<file path="src/rtl/gcm_tag_check_buffer_if.sv">
// Signal bundle for gcm_tag_check_buffer: frame input, tag strobes and released output.
interface gcm_tag_check_buffer_if #(
  parameter int NB_BLOCK = 128,
  parameter int N_BLOCKS = 2
);
  localparam int NB_DATA = N_BLOCKS * NB_BLOCK;

  logic                i_valid;
  logic                i_sop;
  logic [NB_DATA-1:0]  i_plaintext_words_x;
  logic                i_valid_text;
  logic [NB_BLOCK-1:0] i_calc_tag;
  logic                i_calc_tag_valid;
  logic [NB_BLOCK-1:0] i_rx_tag;
  logic                i_rx_tag_valid;
  logic [NB_DATA-1:0]  o_plaintext_words_y;
  logic                o_valid_text;
  logic                o_sop;
  logic                o_eop;
  logic                o_tag_ok;
  logic                o_tag_fail;
  logic                o_overflow;
  logic                o_abort;
  logic                o_busy;

  modport slave (
    input  i_valid, i_sop, i_plaintext_words_x, i_valid_text,
           i_calc_tag, i_calc_tag_valid, i_rx_tag, i_rx_tag_valid,
    output o_plaintext_words_y, o_valid_text, o_sop, o_eop,
           o_tag_ok, o_tag_fail, o_overflow, o_abort, o_busy
  );

  modport master (
    output i_valid, i_sop, i_plaintext_words_x, i_valid_text,
           i_calc_tag, i_calc_tag_valid, i_rx_tag, i_rx_tag_valid,
    input  o_plaintext_words_y, o_valid_text, o_sop, o_eop,
           o_tag_ok, o_tag_fail, o_overflow, o_abort, o_busy
  );
endinterface

</file>
<file path="src/rtl/gcm_tag_check_buffer.sv">
// Holds one GCM frame of plaintext until its tag is verified, then releases or discards it.
// Define GCM_TAG_CHECK_ZEROIZE_EN to wipe the whole buffer on a failed frame.
module gcm_tag_check_buffer #(
  parameter int NB_BLOCK   = 128,
  parameter int N_BLOCKS   = 2,
  parameter int NB_DATA    = N_BLOCKS * NB_BLOCK,
  parameter int LOG2_DEPTH = 3
) (
  input  logic                  i_clock,
  input  logic                  i_reset,
  gcm_tag_check_buffer_if.slave bus
);
  // state   | meaning
  // IDLE    | waiting for i_sop
  // COLLECT | storing words, capturing tags
  // CHECK   | comparing tags
  // RELEASE | streaming stored words out
  // FLUSH   | discarding the frame
  localparam int                DEPTH  = 2 ** LOG2_DEPTH;
  localparam int                NB_PTR = LOG2_DEPTH + 1;
  localparam logic [NB_PTR-1:0] FULL   = NB_PTR'(DEPTH);
  localparam logic [NB_PTR-1:0] ONE    = NB_PTR'(1);
`ifdef GCM_TAG_CHECK_ZEROIZE_EN
  localparam logic [NB_PTR-1:0] LAST   = NB_PTR'(DEPTH - 1);
`endif

  typedef enum logic [2:0] {IDLE, COLLECT, CHECK, RELEASE, FLUSH} state_t;

  state_t              state_q, state_d;
  logic [NB_DATA-1:0]  mem_q [DEPTH];
  logic [NB_PTR-1:0]   cnt_q, cnt_d, rptr_q, rptr_d;
  logic [NB_BLOCK-1:0] calc_tag_q, calc_tag_d, rx_tag_q, rx_tag_d;
  logic                calc_held_q, calc_held_d, rx_held_q, rx_held_d;
  logic                ovf_q, ovf_d;
  logic [NB_DATA-1:0]  data_q, data_d;
  logic                valid_q, valid_d, sop_q, sop_d, eop_q, eop_d;
  logic                ok_q, ok_d, fail_q, fail_d, abort_q, abort_d;
  logic                we;
  logic [LOG2_DEPTH-1:0] waddr;
  logic [NB_DATA-1:0]  wdata;

  always_comb begin
    state_d     = state_q;
    cnt_d       = cnt_q;
    rptr_d      = rptr_q;
    calc_tag_d  = calc_tag_q;
    rx_tag_d    = rx_tag_q;
    calc_held_d = calc_held_q;
    rx_held_d   = rx_held_q;
    ovf_d       = ovf_q;
    data_d      = data_q;
    valid_d     = 1'b0;
    sop_d       = 1'b0;
    eop_d       = 1'b0;
    ok_d        = 1'b0;
    fail_d      = 1'b0;
    abort_d     = 1'b0;
    we          = 1'b0;
    waddr       = cnt_q[LOG2_DEPTH-1:0];
    wdata       = bus.i_plaintext_words_x;
    case (state_q)
      IDLE, COLLECT: begin
        if (bus.i_sop) begin
          abort_d     = (state_q == COLLECT);
          state_d     = COLLECT;
          we          = bus.i_valid_text;
          waddr       = '0;
          cnt_d       = {{LOG2_DEPTH{1'b0}}, bus.i_valid_text};
          calc_held_d = 1'b0;
          rx_held_d   = 1'b0;
          ovf_d       = 1'b0;
        end else if (state_q == COLLECT) begin
          if (bus.i_valid_text) begin
            if (cnt_q == FULL) begin
              ovf_d = 1'b1;
            end else begin
              we    = 1'b1;
              cnt_d = cnt_q + ONE;
            end
          end
          if (bus.i_calc_tag_valid) begin
            calc_tag_d  = bus.i_calc_tag;
            calc_held_d = 1'b1;
          end
          if (bus.i_rx_tag_valid) begin
            rx_tag_d  = bus.i_rx_tag;
            rx_held_d = 1'b1;
          end
          if (calc_held_d && rx_held_d) state_d = CHECK;
        end
      end
      CHECK: begin
        rptr_d = '0;
        if ((calc_tag_q == rx_tag_q) && !ovf_q) begin
          ok_d    = 1'b1;
          state_d = RELEASE;
          // word 0 leaves together with the verdict
          if (cnt_q != '0) begin
            valid_d = 1'b1;
            sop_d   = 1'b1;
            eop_d   = (cnt_q == ONE);
            data_d  = mem_q[0];
            rptr_d  = ONE;
          end
        end else begin
          fail_d  = 1'b1;
          state_d = FLUSH;
        end
      end
      RELEASE: begin
        if (rptr_q < cnt_q) begin
          valid_d = 1'b1;
          eop_d   = (rptr_q == cnt_q - ONE);
          data_d  = mem_q[rptr_q[LOG2_DEPTH-1:0]];
          rptr_d  = rptr_q + ONE;
          if (eop_d) state_d = IDLE;
        end else begin
          state_d = IDLE;
        end
      end
      FLUSH: begin
`ifdef GCM_TAG_CHECK_ZEROIZE_EN
        we     = 1'b1;
        waddr  = rptr_q[LOG2_DEPTH-1:0];
        wdata  = '0;
        rptr_d = rptr_q + ONE;
        if (rptr_q == LAST) begin
          state_d = IDLE;
          rptr_d  = '0;
          cnt_d   = '0;
        end
`else
        rptr_d  = '0;
        cnt_d   = '0;
        state_d = IDLE;
`endif
      end
      default: state_d = IDLE;
    endcase
  end

  always_ff @(posedge i_clock) begin
    if (i_reset) begin
      state_q     <= IDLE;
      cnt_q       <= '0;
      rptr_q      <= '0;
      calc_tag_q  <= '0;
      rx_tag_q    <= '0;
      calc_held_q <= 1'b0;
      rx_held_q   <= 1'b0;
      ovf_q       <= 1'b0;
      data_q      <= '0;
      valid_q     <= 1'b0;
      sop_q       <= 1'b0;
      eop_q       <= 1'b0;
      ok_q        <= 1'b0;
      fail_q      <= 1'b0;
      abort_q     <= 1'b0;
    end else if (bus.i_valid) begin
      state_q     <= state_d;
      cnt_q       <= cnt_d;
      rptr_q      <= rptr_d;
      calc_tag_q  <= calc_tag_d;
      rx_tag_q    <= rx_tag_d;
      calc_held_q <= calc_held_d;
      rx_held_q   <= rx_held_d;
      ovf_q       <= ovf_d;
      data_q      <= data_d;
      valid_q     <= valid_d;
      sop_q       <= sop_d;
      eop_q       <= eop_d;
      ok_q        <= ok_d;
      fail_q      <= fail_d;
      abort_q     <= abort_d;
    end
  end

  always_ff @(posedge i_clock) begin
    if (!i_reset && bus.i_valid && we) mem_q[waddr] <= wdata;
  end

  // pulses are qualified by the live enable so a stalled pulse is seen only once
  assign bus.o_plaintext_words_y = data_q;
  assign bus.o_valid_text        = valid_q & bus.i_valid;
  assign bus.o_sop               = sop_q & bus.i_valid;
  assign bus.o_eop               = eop_q & bus.i_valid;
  assign bus.o_tag_ok            = ok_q & bus.i_valid;
  assign bus.o_tag_fail          = fail_q & bus.i_valid;
  assign bus.o_abort             = abort_q & bus.i_valid;
  assign bus.o_overflow          = ovf_q;
  assign bus.o_busy              = (state_q == CHECK) || (state_q == RELEASE) || (state_q == FLUSH);
endmodule
</file>
<file path="src/flat_wrapper.sv">
// flat-port wrapper written by rule: the top's interface ports become plain ports
module gcm_tag_check_buffer_flat 
#(
  parameter int NB_BLOCK   = 128,
  parameter int N_BLOCKS   = 2,
  parameter int NB_DATA    = N_BLOCKS * NB_BLOCK,
  parameter int LOG2_DEPTH = 3
)
  (i_clock, i_reset, bus_i_valid, bus_i_sop, bus_i_plaintext_words_x, bus_i_valid_text, bus_i_calc_tag, bus_i_calc_tag_valid, bus_i_rx_tag, bus_i_rx_tag_valid, bus_o_plaintext_words_y, bus_o_valid_text, bus_o_sop, bus_o_eop, bus_o_tag_ok, bus_o_tag_fail, bus_o_overflow, bus_o_abort, bus_o_busy);
  gcm_tag_check_buffer_if #(.NB_BLOCK(NB_BLOCK), .N_BLOCKS(N_BLOCKS)) bus_i ();
  input  logic i_clock;
  input  logic i_reset;
  input wire logic [$bits(bus_i.i_valid)-1:0] bus_i_valid;
  input wire logic [$bits(bus_i.i_sop)-1:0] bus_i_sop;
  input wire logic [$bits(bus_i.i_plaintext_words_x)-1:0] bus_i_plaintext_words_x;
  input wire logic [$bits(bus_i.i_valid_text)-1:0] bus_i_valid_text;
  input wire logic [$bits(bus_i.i_calc_tag)-1:0] bus_i_calc_tag;
  input wire logic [$bits(bus_i.i_calc_tag_valid)-1:0] bus_i_calc_tag_valid;
  input wire logic [$bits(bus_i.i_rx_tag)-1:0] bus_i_rx_tag;
  input wire logic [$bits(bus_i.i_rx_tag_valid)-1:0] bus_i_rx_tag_valid;
  output wire logic [$bits(bus_i.o_plaintext_words_y)-1:0] bus_o_plaintext_words_y;
  output wire logic [$bits(bus_i.o_valid_text)-1:0] bus_o_valid_text;
  output wire logic [$bits(bus_i.o_sop)-1:0] bus_o_sop;
  output wire logic [$bits(bus_i.o_eop)-1:0] bus_o_eop;
  output wire logic [$bits(bus_i.o_tag_ok)-1:0] bus_o_tag_ok;
  output wire logic [$bits(bus_i.o_tag_fail)-1:0] bus_o_tag_fail;
  output wire logic [$bits(bus_i.o_overflow)-1:0] bus_o_overflow;
  output wire logic [$bits(bus_i.o_abort)-1:0] bus_o_abort;
  output wire logic [$bits(bus_i.o_busy)-1:0] bus_o_busy;
  assign bus_i.i_valid = bus_i_valid;
  assign bus_i.i_sop = bus_i_sop;
  assign bus_i.i_plaintext_words_x = bus_i_plaintext_words_x;
  assign bus_i.i_valid_text = bus_i_valid_text;
  assign bus_i.i_calc_tag = bus_i_calc_tag;
  assign bus_i.i_calc_tag_valid = bus_i_calc_tag_valid;
  assign bus_i.i_rx_tag = bus_i_rx_tag;
  assign bus_i.i_rx_tag_valid = bus_i_rx_tag_valid;
  assign bus_o_plaintext_words_y = bus_i.o_plaintext_words_y;
  assign bus_o_valid_text = bus_i.o_valid_text;
  assign bus_o_sop = bus_i.o_sop;
  assign bus_o_eop = bus_i.o_eop;
  assign bus_o_tag_ok = bus_i.o_tag_ok;
  assign bus_o_tag_fail = bus_i.o_tag_fail;
  assign bus_o_overflow = bus_i.o_overflow;
  assign bus_o_abort = bus_i.o_abort;
  assign bus_o_busy = bus_i.o_busy;
  gcm_tag_check_buffer #(.NB_BLOCK(NB_BLOCK), .N_BLOCKS(N_BLOCKS), .NB_DATA(NB_DATA), .LOG2_DEPTH(LOG2_DEPTH)) u_core (.i_clock(i_clock), .i_reset(i_reset), .bus(bus_i));
endmodule
</file>
<file path="config.mk">
export PLATFORM = sky130hd
export DESIGN_NAME = gcm_tag_check_buffer_flat
export DESIGN_NICKNAME = d
export VERILOG_FILES = /design/src/rtl/gcm_tag_check_buffer_if.sv /design/src/rtl/gcm_tag_check_buffer.sv /design/src/flat_wrapper.sv
export SDC_FILE = /design/constraint.sdc
export NUM_CORES = 2
export LEC_CHECK = 0
export ABC_AREA = 1
export BUFFER_PORTS_ARGS = -buffer_cell sky130_fd_sc_hd__buf_2
export CAP_MARGIN = 25
export CELL_PAD_IN_SITES_DETAIL_PLACEMENT = 1
export CELL_PAD_IN_SITES_GLOBAL_PLACEMENT = 1
export CORE_UTILIZATION = 43
export CTS_CLUSTER_SIZE = 8
export DETAILED_ROUTE_END_ITERATION = 6
export GPL_ROUTABILITY_DRIVEN = 0
export HOLD_SLACK_MARGIN = 0.03
export PLACE_DENSITY_LB_ADDON = 0.1
export SLEW_MARGIN = 10
export SYNTH_ARGS = -nofsm -noshare
export SYNTH_HDL_FRONTEND = slang
export SYNTH_SLANG_ARGS = --single-unit
</file>
<file path="constraint.sdc">
create_clock -name i_clock -period 33.3 [get_ports i_clock]
set_input_delay 4.995 -clock i_clock [delete_from_list [all_inputs] [get_ports i_clock]]
set_output_delay 4.995 -clock i_clock [all_outputs]
set_load 0.01 [all_outputs]
</file>
==> impl_metrics.ini <==
[final_layout]
fin_nets = 11100
nFillCells = 26500
drive_above_1_share_pct = 13.8
area_delta_synth_final_pct = 15.9
fin_area_mm2 = 0.123

[critical_path]
crit_cells = 4
path_cells = buf_2 -> nand2_1 -> inv_1 -> buf_2
crit_slowest_cell = buf_2
r2r_end = u_core.mem_q[5][166]$_DFFE_PP_
end_kind = primary output
r2r-start = u_core.state_q[1]$_SDFFE_PP0P_
cp.required_ps = 28300
crit_arrival_ps = 5610
worstRegToRegCells = 13
worst-path-buf-inv = 3
critPathLaunchType = primary input
ff2ff_setup_slack_ps = 27280
crit_end = bus_o_sop
critical_path_class = in -> out
crit_path_start = bus_i_valid
crit_fanout = 16
critPathMaxStageDelay_ps = 310
cp_common_cell = buf_2
critPathTopFamily = buffers and inverters

[clock_tree]
numCtsBuffers = 373
cts_tree = yes
clkLatencyLatePin_ps = 960
cts_max_path_buffers = 4
post_cts_buffers = 0
ctsHoldBuffers = 0
htree_levels = 5
cts_root_buffer = clkbuf_16
clk_pin_slew_ps = 50
cts-resized-gates = 0
cts.sinks = 2583

[outcome]
status = completed

[timing]
fmax_mhz = 94.3
drv_slew = 0
tightest_slew_ps = 1160
timing.hold.ws_ps = 460
skew_ps = 74.0
setup_violations = 0
tns_ps = 0
period_share_pct = 31.9
fin_crit_ps = 10610
rsz0062_at_grt = false
finalHoldViolations = 0
relSlewSlack_pct = 22.6

[floorplanning]
core-area_mm2 = 0.246
die_h_um = 499
die_w_um = 499
dieArea_mm2 = 0.249
io_pins = 783
row_count = 182
start_util_pct = 43.2

[yosys]
yosysTopAreaCell = edfxtp_1
syn_nets = 10500
yosys-top-cells-area = edfxtp_1 (58%), dfxtp_1 (10%), o21ai_0 (6.2%)
synth_top_cell_area_share_pct = 57.9
ys_ff_latch = 2583
ys_seq_area_share_pct = 68.0
yosys_warnings = 0
synth_cell_type_count = 33
netlist_instances = 9999
avgSynthCellArea_um2 = 10.6
synthesis.area_mm2 = 0.106

[global_routing]
grt_max_degree = 228
grt_pass1_wl_mm = 494
first_global_vias = 80100
antenna_found_initial = 147
track_usage_pct = 25.8
grt_overflow_total = 0

[pwr]
vdd_drop_max_mv = 0.0425
leakagePower_nw = 45.1
cellPowerDensity_mw_per_mm2 = 62.9

[drt]
wl_per_cell_um = 23.2
drtPass1Iterations = 5
drc_errors = 0
via_per_inst = 5.47
vias = 77000
drtIter0Drc = 5519
postRouteAntennaNets = 0
routed_wl_mm = 326

[flow_run]
cap_violations = 0

[worst_hold_path]
hold_class = reg -> reg

[placement]
dpl_cell_area_mm2 = 0.112
place_hpwl_mm = 183
io_buffers = 782
[worst min path at each step]
stage	start	end	slack (ps)	cells after the start
floorplan	u_core.calc_tag_q[15]$_SDFFE_PP0P_	u_core.calc_tag_q[15]$_SDFFE_PP0P_	430	2
global placement	u_core.rx_tag_q[54]$_SDFFE_PP0P_	u_core.rx_tag_q[54]$_SDFFE_PP0P_	450	2
detailed placement	u_core.calc_tag_q[46]$_SDFFE_PP0P_	u_core.calc_tag_q[46]$_SDFFE_PP0P_	450	2
CTS	u_core.calc_tag_q[46]$_SDFFE_PP0P_	u_core.calc_tag_q[46]$_SDFFE_PP0P_	460	2
global route	u_core.rx_tag_q[97]$_SDFFE_PP0P_	u_core.rx_tag_q[97]$_SDFFE_PP0P_	480	2
finish	u_core.rx_tag_q[38]$_SDFFE_PP0P_	u_core.rx_tag_q[38]$_SDFFE_PP0P_	460	2
[cell families (layout without fill, tap and decap cells)]
logic type / Yosys count / after routing / synth area share [%]
xor gates and xnor gates: 21 / 21 / 0.173
other: 0 / 54 / 0
adders and majority gates: 8 / 8 / 0.0943
DFF: 2583 / 2583 / 68.0
and+or+nand+nor: 2745 / 2745 / 10.7
AOI/OAI and AO/OA: 2643 / 2643 / 13.7
buffers and inverters: 1999 / 2804 / 7.34
[Yosys cell counts (all sizes together)]
cell    number
a31oi        2
xor2         3
nor3        13
nand2      802
o21ai     1585
nand3      285
buf        232
a211oi       1
o22ai        8
nand3b       1
nor3b        5
ha           8
nor4         2
o211ai     513
xnor2       18
a21boi       1
edfxtp    2048
nor2      1373
dfxtp      535
clkbuf     451
o21a         1
or2          1
nand4      263
inv       1316
a21oi      532
[tightest hold or removal path: cells and delay by family, from the launching register on]
| kind | cells | cell delay (ps) |
|---|---|---|
| buffers and inverters | 1 | 50 |
| AOI/OAI and AO/OA | 1 | 50 |
| DFF | 1 | 310 |
[cells in the final DEF, fill, tap and decap left out, types with 266 or more instances in the layout]
master,instances
buf_2,782
nor2_1,1368
clkbuf_16,377
nand2_1,800
inv_1,1120
o211ai_1,513
a21oi_1,532
o21ai_1,266
o21ai_0,1319
nand3_1,282
dfxtp_1,532
edfxtp_1,2048
[report_power, final]
part / leakage (nW) / internal (mW) / switching, mW
clock: 4.97 / 2.07 / 1.36
sequential: 22.7 / 3.53 / 0.0316
combinational: 17.3 / 0.216 / 0.527
total: 45.1 / 5.82 / 1.92
[routing by layer]
layer | vias to the layer above | GRT usage [%] | wire length, µm
li1 | 35700 | - | -
met5 | - | 0 | 583
met1 | 38600 | 33.4 | 140000
met2 | 1852 | 43.1 | 158000
met4 | 94 | 9.54 | 10900
met3 | 653 | 4.68 | 17300
[state kept, by name, indices dropped and copies added (netlist names), 3 cells and up, named ones only]
| signal | count |
|---|---|
| u_core.rx_tag_q | 128 |
| u_core.rptr_q | 4 |
| u_core.calc_tag_q | 128 |
| u_core.cnt_q | 4 |
| u_core.state_q | 3 |
| u_core.mem_q | 2048 |
| u_core.bus.o_plaintext_words_y | 256 |
[final cells by class]
type | count | area [µm²] | area share, %
Timing Repair Buffer | 886 | 5060 | 4.11
Clock inverter | 12 | 168 | 0.136
Antenna cell | 54 | 135 | 0.110
Tap cell | 3220 | 4030 | 3.27
Multi-Input combinational cell | 5417 | 26300 | 21.4
Clock buffer | 590 | 10200 | 8.31
Inverter | 1316 | 4960 | 4.03
Sequential cell | 2583 | 72200 | 58.7
[metrics by stage]
step	std cells	worst slack, ps	power, mW	utilization (%)
global placement	13400	22630	4.33	45.7
global route	14100	22630	8.02	50.1
finish	14100	22690	7.74	50.1
detailed placement	13400	22590	4.36	45.7
floorplan	9999	1880	4.10	-
CTS	14000	22690	7.81	50.0
Note: power is estimated with default switching activity, not from simulation.
